==> src/rtl/fifo_parity_tx_pkg.sv <==
// fifo_parity_tx shared types: bandwidth modes, pacing states, parity helper.
// Imported by the RTL and by the bench; no ports.
package fifo_tb_pkg;

  typedef enum bit [1:0] {
    BW_000 = 2'b00,
    BW_050 = 2'b01,
    BW_100 = 2'b10
  } bw_mode_e;

  typedef logic [1:0] tx_state_t;

  localparam tx_state_t ST_IDLE = 2'd0;
  localparam tx_state_t ST_SEND = 2'd1;
  localparam tx_state_t ST_GAP  = 2'd2;

  // Zero-extension does not change an XOR reduction, so one
  // 64-bit helper serves every DATA_W up to 64.
  function automatic logic calc_parity(
    input logic [63:0] d,
    input logic        odd
  );
    return (^d) ^ odd;
  endfunction

  // 2'b11 has no enum member and runs at full rate.
  function automatic bw_mode_e norm_mode(input logic [1:0] m);
    case (m)
      2'b00:   return BW_000;
      2'b01:   return BW_050;
      default: return BW_100;
    endcase
  endfunction

endpackage

==> src/rtl/fifo_parity_tx_if.sv <==
// fifo_parity_tx handshake bundle: upstream valid/ready and downstream
// valid/grant with data+parity. slave = transmitter, master = its peers.
interface fifo_parity_tx_if #(
  parameter int DATA_W = 8
);
  logic [DATA_W-1:0] data_in;
  logic              valid_in;
  logic              ready_out;
  logic [DATA_W-1:0] data_out;
  logic              parity_out;
  logic              valid_out;
  logic              grant_in;

  modport slave (
    input  data_in, valid_in, grant_in,
    output ready_out, data_out, parity_out, valid_out
  );

  modport master (
    output data_in, valid_in, grant_in,
    input  ready_out, data_out, parity_out, valid_out
  );
endinterface

==> src/rtl/fifo_parity_tx_queue.sv <==
// Two-entry {data,parity} queue with registered occupancy and ready.
// Ports: push/pop strobes, write word, head word, ready_out, occ_out.
module fifo_parity_tx_queue #(
  parameter int DATA_W = 8
) (
  input  logic              clk_in,
  input  logic              rst_in,
  input  logic              push_in,
  input  logic [DATA_W-1:0] wdata_in,
  input  logic              wpar_in,
  input  logic              pop_in,
  output logic              ready_out,
  output logic [DATA_W-1:0] hdata_out,
  output logic              hpar_out,
  output logic [1:0]        occ_out
);
  logic [DATA_W-1:0] data_q [2];
  logic [1:0]        par_q;
  logic              wr_q;
  logic              rd_q;
  logic [1:0]        occ_q;
  logic [1:0]        occ_d;
  logic              rdy_q;

  assign occ_d = occ_q + 2'(push_in) - 2'(pop_in);

  // ready is a register of next occupancy, so a pop at
  // occupancy 2 frees the slot only from the next cycle.
  always_ff @(posedge clk_in) begin
    if (rst_in) begin
      data_q[0] <= '0;
      data_q[1] <= '0;
      par_q     <= '0;
      wr_q      <= 1'b0;
      rd_q      <= 1'b0;
      occ_q     <= 2'd0;
      rdy_q     <= 1'b0;
    end else begin
      if (push_in) begin
        data_q[wr_q] <= wdata_in;
        par_q[wr_q]  <= wpar_in;
        wr_q         <= ~wr_q;
      end
      if (pop_in) begin
        rd_q <= ~rd_q;
      end
      occ_q <= occ_d;
      rdy_q <= (occ_d != 2'd2);
    end
  end

  assign ready_out = rdy_q;
  assign occ_out   = occ_q;
  assign hdata_out = (occ_q != 2'd0) ? data_q[rd_q] : '0;
  assign hpar_out  = (occ_q != 2'd0) ? par_q[rd_q] : 1'b0;

endmodule

==> src/rtl/fifo_parity_tx.sv <==
// Parity-generating transmitter: queues words and paces them out by bw mode.
// Ports: clk/rst, bw_mode_in, tx_count_out, bus (slave); inject_err_in with FIFO_PARITY_ERR_INJECT_EN.
module fifo_parity_tx
  import fifo_tb_pkg::*;
#(
  parameter int DATA_W     = 8,
  parameter int ODD_PARITY = 0,
  parameter int CNT_W      = 16
) (
  input  logic             clk_in,
  input  logic             rst_in,
`ifdef FIFO_PARITY_ERR_INJECT_EN
  input  logic             inject_err_in,
`endif
  input  logic [1:0]       bw_mode_in,
  output logic [CNT_W-1:0] tx_count_out,
  fifo_parity_tx_if.slave  bus
);
  tx_state_t         st_q, st_d;
  bw_mode_e          mode_q, mode_d, mode_new;
  logic [CNT_W-1:0]  cnt_q, cnt_d;
  logic              push, pop, wpar, q_ready, err;
  logic [1:0]        occ, occ_nx;
  logic [DATA_W-1:0] hdata;
  logic              hpar;

`ifdef FIFO_PARITY_ERR_INJECT_EN
  assign err = inject_err_in;
`else
  assign err = 1'b0;
`endif

  assign push   = bus.valid_in & q_ready;
  assign pop    = (st_q == ST_SEND) & bus.grant_in;
  assign occ_nx = occ + 2'(push) - 2'(pop);
  assign wpar   = calc_parity(64'(bus.data_in), ODD_PARITY != 0) ^ err;

  fifo_parity_tx_queue #(.DATA_W(DATA_W)) u_queue (
    .clk_in   (clk_in),
    .rst_in   (rst_in),
    .push_in  (push),
    .wdata_in (bus.data_in),
    .wpar_in  (wpar),
    .pop_in   (pop),
    .ready_out(q_ready),
    .hdata_out(hdata),
    .hpar_out (hpar),
    .occ_out  (occ)
  );

  // Mode only changes where valid_out is low or a transfer
  // completes, so a raised valid_out is never withdrawn.
  always_comb begin
    st_d     = st_q;
    mode_d   = mode_q;
    cnt_d    = cnt_q;
    mode_new = norm_mode(bw_mode_in);
    case (st_q)
      ST_IDLE: begin
        mode_d = mode_new;
        if ((occ != 2'd0 || push) && mode_new != BW_000)
          st_d = ST_SEND;
      end
      ST_SEND: begin
        if (bus.grant_in) begin
          mode_d = mode_new;
          cnt_d  = cnt_q + CNT_W'(1);
          if (occ_nx == 2'd0)
            st_d = ST_IDLE;
          else if (mode_q == BW_050)
            st_d = ST_GAP;
          else if (mode_new == BW_000)
            st_d = ST_IDLE;
        end
      end
      ST_GAP: begin
        mode_d = mode_new;
        if ((occ != 2'd0 || push) && mode_new != BW_000)
          st_d = ST_SEND;
        else
          st_d = ST_IDLE;
      end
      default: st_d = ST_IDLE;
    endcase
  end

  always_ff @(posedge clk_in) begin
    if (rst_in) begin
      st_q   <= ST_IDLE;
      mode_q <= BW_100;
      cnt_q  <= '0;
    end else begin
      st_q   <= st_d;
      mode_q <= mode_d;
      cnt_q  <= cnt_d;
    end
  end

  assign bus.ready_out  = q_ready;
  assign bus.valid_out  = (st_q == ST_SEND);
  assign bus.data_out   = hdata;
  assign bus.parity_out = hpar;
  assign tx_count_out   = cnt_q;

endmodule

==> src/flat_wrapper.sv <==
// flat-port wrapper written by rule: the top's interface ports become plain ports
module fifo_parity_tx_flat import fifo_tb_pkg::*;
#(
  parameter int DATA_W     = 8,
  parameter int ODD_PARITY = 0,
  parameter int CNT_W      = 16
)
  (clk_in, rst_in, bw_mode_in, tx_count_out, bus_data_in, bus_valid_in, bus_grant_in, bus_ready_out, bus_data_out, bus_parity_out, bus_valid_out);
  fifo_parity_tx_if #(.DATA_W(DATA_W)) bus_i ();
  input  logic clk_in;
  input  logic rst_in;
  input  logic [1:0] bw_mode_in;
  output logic [CNT_W-1:0] tx_count_out;
  input wire logic [$bits(bus_i.data_in)-1:0] bus_data_in;
  input wire logic [$bits(bus_i.valid_in)-1:0] bus_valid_in;
  input wire logic [$bits(bus_i.grant_in)-1:0] bus_grant_in;
  output wire logic [$bits(bus_i.ready_out)-1:0] bus_ready_out;
  output wire logic [$bits(bus_i.data_out)-1:0] bus_data_out;
  output wire logic [$bits(bus_i.parity_out)-1:0] bus_parity_out;
  output wire logic [$bits(bus_i.valid_out)-1:0] bus_valid_out;
  assign bus_i.data_in = bus_data_in;
  assign bus_i.valid_in = bus_valid_in;
  assign bus_i.grant_in = bus_grant_in;
  assign bus_ready_out = bus_i.ready_out;
  assign bus_data_out = bus_i.data_out;
  assign bus_parity_out = bus_i.parity_out;
  assign bus_valid_out = bus_i.valid_out;
  fifo_parity_tx #(.DATA_W(DATA_W), .ODD_PARITY(ODD_PARITY), .CNT_W(CNT_W)) u_core (.clk_in(clk_in), .rst_in(rst_in), .bw_mode_in(bw_mode_in), .tx_count_out(tx_count_out), .bus(bus_i));
endmodule
==> config.mk <==
export PLATFORM = sky130hd
export DESIGN_NAME = fifo_parity_tx_flat
export DESIGN_NICKNAME = d
export VERILOG_FILES = /design/src/rtl/fifo_parity_tx_pkg.sv /design/src/rtl/fifo_parity_tx_if.sv /design/src/rtl/fifo_parity_tx_queue.sv /design/src/rtl/fifo_parity_tx.sv /design/src/flat_wrapper.sv
export SDC_FILE = /design/constraint.sdc
export NUM_CORES = 1
export LEC_CHECK = 0
export CAP_MARGIN = 20
export CORE_ASPECT_RATIO = 1.2
export CORE_MARGIN = 5
export CORE_UTILIZATION = 45
export CTS_BUF_LIST = sky130_fd_sc_hd__clkbuf_16
export DETAILED_ROUTE_END_ITERATION = 10
export GPL_TIMING_DRIVEN = 0
export PLACE_DENSITY_LB_ADDON = 0.08
export SLEW_MARGIN = 20
export SYNTH_ARGS = -nofsm -noshare
export SYNTH_HDL_FRONTEND = slang
export SYNTH_SLANG_ARGS = --single-unit
==> constraint.sdc <==
create_clock -name clk_in -period 2.5 [get_ports clk_in]
set_input_delay 0.25 -clock clk_in [delete_from_list [all_inputs] [get_ports clk_in]]
set_output_delay 0.25 -clock clk_in [all_outputs]
set_load 0.01 [all_outputs]
### Yosys cells after proc, flatten, opt, wreduce, memory -nomap -nowiden

Memories as Yosys holds them, arrays and structs flattened. A register that Yosys moved wholly into a read port is not among the register bits.
Cells that the tools add are included.

* flip-flop bits (word level): 27
* bits in writable memories: 16
* bits of input ports: 14
* memories kept: 1

Memories
* u_core.u_queue.data_q: words 2, bits a word 8, rd ports 1, clocked after Yosys merged registers in 1, write ports 2, RTL line fifo_parity_tx_queue.sv:17 `logic [DATA_W-1:0] data_q [2];`

* $add $sub $neg: 3
* magnitude comparators: 3
* equal/unequal tests: 8
* mux-type cells: 27
* bitwise operators: 4
* reductions and logical operators: 16

Operator list (number)
* XOR reduction 64 bit: 1
* adder 16 x 1 -> 16 bit (second input constant): 1
* two-way mux 8 bit: 2
* two-way mux 1 bit: 14
* two-way mux 2 bit: 6
* zero test 2 bit: 4
* one-hot mux 2 bit (2 select lines): 2
* OR reduction 8 bit: 1
* == test 2 x 1 -> 1 bit (second input constant): 3
* one-hot mux 2 bit (3 select lines): 1
* nonzero test 2 bit: 3
* < comparator 1 x 2 -> 1 bit (second input constant): 2
* != test 2 bit (second input constant): 2
* != test 4 x 1 -> 1 bit (second input constant): 1
* AND reduction 2 bit: 2
* AND reduction 3 bit: 1
* adder 2 x 1 -> 2 bit: 1
* bitwise AND 1 bit: 2
* bitwise mux 2 bit: 1
* == test 2 bit (second input constant): 1
* logical AND 1 bit: 2
* != test 2 x 1 -> 1 bit (second input constant): 1
* NOT 1 bit: 2
* OR reduction 2 bit: 1
* other kinds (4): 4

### Longest topological paths before layout

* depth in word-level cells: 8
* mapped depth: 8

### Cells and area by module

From an unflattened synthesis, not the netlist that was laid out.

* cell total of the unflattened synthesis: 217
* area total of the unflattened synthesis: 2097.0 um2

By module, submodules not included
* fifo_parity_tx: times used 1, cells each 123, area each 1049.8 um2
* fifo_parity_tx_queue: times used 1, cells each 94, area each 1047.3 um2

### Least setup slack after synthesis

Ideal clock, no wire load.

* kind: flip-flop to flip-flop
* start point: register u_core.st_q[0]
* end point: register u_core.u_queue.occ_q[1] (netlist: u_core.u_queue.occ_out[1])
* setup time: 127 ps
* arrival time: 1707 ps
* slack: 666 ps
* stages on the path, launching flop included: 9
* period minus slack after synthesis: 1834 ps
* cells stage by stage: dfxtp_1 and3b_1 clkbuf_1 xnor2_1 ha_1 xor2_1 nand3_1 and2_1 nor2b_1

* word-level cells in the longest chain between the ends: 3

Ends and longest elaborated chain
* start: declaration: RTL line fifo_parity_tx.sv:19 `tx_state_t st_q, st_d;`
* start signal: assignment: RTL line fifo_parity_tx.sv:93 `st_q <= st_d;`
* == test 2 x 1 -> 1 bit: RTL line fifo_parity_tx.sv:34 `assign pop = (st_q == ST_SEND) & bus.grant_in;`
* bitwise AND 1 bit: RTL line fifo_parity_tx.sv:34
* subtractor 2 x 1 -> 2 bit: RTL line fifo_parity_tx_queue.sv:25 `assign occ_d = occ_q + 2'(push_in) - 2'(pop_in);`
* end signal: assignment: RTL line fifo_parity_tx_queue.sv:36 `occ_q <= 2'd0;`
* end signal: assignment: RTL line fifo_parity_tx_queue.sv:47 `occ_q <= occ_d;`
* end: declaration: RTL line fifo_parity_tx_queue.sv:21 `logic [1:0] occ_q;`

Every way passes these cells.
A chain may end at the register's enable or synchronous reset.

### Final worst setup path

* start point: input bus_grant_in
* end point: register u_core.st_q[0]

* word-level cells in the longest chain between the ends: 6
* elaborated cells on any way between the ends: 9
* classes of those cells: 1 x add/sub; 2 x eq/ne; 3 x mux; 1 x bitwise; 2 x reduce/logical

Ends and longest elaborated chain
* start: declaration: RTL line flat_wrapper.sv:16 `input wire logic [$bits(bus_i.grant_in)-1:0] bus_grant_in;`
* bitwise AND 1 bit: RTL line fifo_parity_tx.sv:34
* subtractor 2 x 1 -> 2 bit: RTL line fifo_parity_tx.sv:35 `assign occ_nx = occ + 2'(push) - 2'(pop);`
* zero test 2 bit: RTL line fifo_parity_tx.sv:68 `if (occ_nx == 2'd0)`
* two-way mux 2 bit: RTL line fifo_parity_tx.sv:68
* two-way mux 2 bit: RTL line fifo_parity_tx.sv:65 `if (bus.grant_in) begin`
* one-hot mux 2 bit (3 select lines): RTL line fifo_parity_tx.sv:58 `case (st_q)`

Several ways; a longest one is shown, not always the timed one. The select of a mux whose other input is x is not followed.

==> metrics.txt <==
critical path peak fanout=7; Die Span Y=83.3 um; sequential share of the synthesized area=51.6%; starting density of the core=47.0%; GR met2 Demand/Resource=24.6%; First DRT Iteration DRCs=34; startpoint-to-endpoint class of the critical path=input pin to register; proportion of synthesized flip-flops having asynchronous set or reset=0%; number of nets at the end of the flow=265; number of gates given a new drive strength after cts=0; antenna-violating nets left=0; share of layout cells above drive strength 1=4.00%; setup slack of the worst register-to-register path=0.39 ns; number of cell instances on the worst register-to-register path=8; HPWL Detailed=2.84 mm; Vias per Instance=4.94; CP bufs+invs=2; antenna violations before repair=0; final total negative setup slack=0 ns; first drt pass iteration count=3; number of antenna repair diodes=0; Primary FF master, synth=sky130_fd_sc_hd__dfxtp_1; average cell area after synthesis=9.98 um2; Top Ports=41; Highest Clock Rate=450 MHz; CP peak stage delay=0.58 ns; Maximum Capacitance Violations=0; clock tree from TritonCTS=done; max-slew violation count=0; Hold Path Cell Cnt=2; portion of total power attributed to combinational logic=23.9%; syn nets=218; quantity of hold-fixing buffers added after cts=0; Clock Skews=0.00208 ns; nature of the critical path startpoint=input pin; pin count of the biggest net entering global routing=14; Required @ worst endpoint=2.66 ns; relative contribution of the clock network to total power=34.4%; worst hold path startpoint=u_core.tx_count_out[15]$_SDFFE_PP0P_; final critical delay including setup and external delays=2.22 ns; final critical-path share of the clock period=88.8%; global routing's busiest layer=met2; number of different library cells in the post-synthesis netlist=32; Area contributors post-synth=sky130_fd_sc_hd__dfxtp_1 28%, sky130_fd_sc_hd__edfxtp_1 24%, sky130_fd_sc_hd__mux2i_1 5.5%; non-filler instance count after layout=306; RSZ-0062 raised after global routing=false; final setup fails=0; Clock H-tree levels=2; wire per inst=12.5 um; area fraction of the dominant cell type after synthesis=27.8%; P_leak=0.988 nW; CTS clk-pin slew, worst paths=0.06 ns; Pwr per Cell Area=794 nW/um2; worst slew pin tran=0.819 ns; placed instance count=298; most common cell in the synthesized netlist=sky130_fd_sc_hd__dfxtp_1; YS warnings=0; max_slew headroom=45.3%; standard-cell row count=26; outcome=completed; Tot GR Track Use=14.2%; number of enable flip-flop cells after synthesis=16; switching share of power=26.6%; Longest Clk Path Bufs=2; met1 global-route usage=16.4%; first-pass GRT wire length=6.75 mm; Placeable Area=4290 um2; via count of the first global-routing pass=1,526; area overhead of the layout relative to synthesis=31.5%; final weighted congestion in routability-driven placement=0.746; critical path's top delay family=buffers and inverters; clock tree sinks=44; terminating pin of the worst hold path=u_core.tx_count_out[15]$_SDFFE_PP0P_; total net switching power=560 uW; reg2reg end=u_core.st_q[0]$_SDFFE_PP0P_; post-synth top area cell=sky130_fd_sc_hd__dfxtp_1; Synth top cells by count=28 x sky130_fd_sc_hd__dfxtp_1, 27 x sky130_fd_sc_hd__nor2_1, 17 x sky130_fd_sc_hd__and2_1, 16 x sky130_fd_sc_hd__edfxtp_1, 12 x sky130_fd_sc_hd__xnor2_1; Horiz. Die Dim=71.1 um; Crit-path slowest cell=sky130_fd_sc_hd__clkdlybuf4s50_1; final routed wirelength across all metal layers=3.82 mm; Seq cells post-synth=44; Reg power frac=41.8%; worst min path class=register to register; clock latency on the worst-skew pair=0.28 ns; Max VDD drop=0.539 mV; post-CTS setup-driven buffer insertion count=0; leftover overflow at the end of global routing=0; detailed-route DRC error count=0; sequence of cells on the critical path=clkdlybuf4s50_1, and3b_1, clkbuf_1, xnor2_1, ha_1, xor2_1, nand3_1, a21oi_1, o21ai_0; Final Hold Vio Count=0; number of I/O port buffers=40; Post-Synthesis Cell Area=2020 um2; number of instances in the synthesized netlist=202; cell internal pwr=1.55 mW; clock buffers created by TritonCTS=5; worst r2r src=u_core.st_q[0]$_SDFFE_PP0P_; total via count in the routed design=1,512; arrival time at the worst endpoint=2.38 ns; Die Footprint=5930 um2; CP Capture Type=register; met3 Resource Use GR=2.66%; clock root buffer=sky130_fd_sc_hd__clkbuf_16
==> worst register-to-register path, stage by stage, from the launching register on <==
cell,delay [ns]
sky130_fd_sc_hd__dfxtp_1,0.44
sky130_fd_sc_hd__and3b_1,0.18
sky130_fd_sc_hd__clkbuf_1,0.34
sky130_fd_sc_hd__xnor2_1,0.17
sky130_fd_sc_hd__ha_1,0.17
sky130_fd_sc_hd__xor2_1,0.21
sky130_fd_sc_hd__nand3_1,0.12
sky130_fd_sc_hd__a21oi_1,0.23
sky130_fd_sc_hd__o21ai_0,0.12
==> stage by stage <==
step | area (um2) | util (%) | setup slack (ns) | hold slack (ns) | power, mW
after floorplan | 2020 | - | 0.666 | 0.368 | 1.20
after global placement | 2490 | 57.9 | 0.0434 | 0.471 | 1.39
after detailed placement | 2490 | 57.9 | 0.00421 | 0.488 | 1.40
after CTS | 2650 | 61.7 | 0.293 | 0.496 | 2.12
after global routing | 2650 | 61.7 | 0.173 | 0.540 | 2.21
final | 2650 | 61.7 | 0.279 | 0.490 | 2.11
==> cells by family (layout without fill, tap and decap cells) <==
kind of cell,count (synthesis),count (layout),synth area share (%)
AND/OR/NAND/NOR,84,84,22.8
adder cells (fa/ha/maj),2,2,1.24
multiplexers,11,11,5.46
buffers and inverters,15,63,2.85
XOR/XNOR,18,18,7.82
flip-flops,44,44,51.6
AO/OA/AOI/OAI,28,28,8.25
==> flip-flops by register name, indices dropped and copies added, names as in the netlist, named ones only <==
signal                    cells
u_core.u_queue.ready_out      1
u_core.st_q                   2
u_core.u_queue.rd_q           1
u_core.u_queue.data_q        16
u_core.u_queue.occ_out        2
u_core.u_queue.wr_q           1
u_core.tx_count_out          16
u_core.mode_q                 2
u_core.u_queue.par_q          2
==> how the worst max path moves through the flow <==
stage / from / endpoint / slack, ns / depth (start not counted)
global route: bus_grant_in / u_core.st_q[0]$_SDFFE_PP0P_ / 0.17 / 9
global placement: bus_grant_in / u_core.u_queue.occ_out[1]$_SDFF_PP0_ / 0.04 / 9
CTS: bus_grant_in / u_core.st_q[0]$_SDFFE_PP0P_ / 0.29 / 9
floorplan: u_core.st_q[0]$_SDFFE_PP0P_ / u_core.u_queue.occ_out[1]$_SDFF_PP0_ / 0.67 / 8
finish: bus_grant_in / u_core.st_q[0]$_SDFFE_PP0P_ / 0.28 / 9
detailed placement: bus_grant_in / u_core.st_q[0]$_SDFFE_PP0P_ / 0.004 / 9
==> power by group through the flow <==
stage	registers (mW)	logic [mW]	clock network [mW]
CTS	0.881	0.508	0.734
floorplan	0.889	0.311	0
global route	0.890	0.555	0.769
global placement	0.894	0.501	0
detailed placement	0.896	0.504	0
finish	0.879	0.503	0.724
==> layout by cell type (no fill, tap or decap), drive strengths merged, types with 2 or more instances in the layout <==
| cell type | netlist | layout |
|---|---|---|
| clkdlybuf4s50 | 0 | 40 |
| dfxtp | 28 | 28 |
| nor2 | 27 | 27 |
| and2 | 17 | 17 |
| edfxtp | 16 | 16 |
| xnor2 | 12 | 12 |
| mux2i | 11 | 11 |
| a21oi | 11 | 11 |
| clkbuf | 6 | 11 |
| o21ai | 10 | 10 |
| inv | 8 | 9 |
| or3 | 8 | 8 |
| nand2 | 7 | 7 |
| nand3 | 6 | 6 |
| xor2 | 6 | 6 |
| nor2b | 5 | 5 |
| nand4 | 3 | 3 |
| nor3 | 3 | 3 |
| or4 | 2 | 2 |
| a2bb2o | 2 | 2 |
| ha | 2 | 2 |
==> routing by layer <==
metal,vias up,share of wire [%]
met5,-,0
met4,0,2.1
met3,7,3.3
met2,29,50
met1,680,45
li1,796,-
==> area by class of cell <==
class	count	area, um2
clock inverter	3	38.8
sequential	44	1040
buffer	7	27.5
multi-input combinational	143	918
inverter	8	30.0
fill	393	1640
clock buffer	5	125
tap	56	70.1
timing repair buffer	40	400
Note: power is estimated with default switching activity, not from simulation.
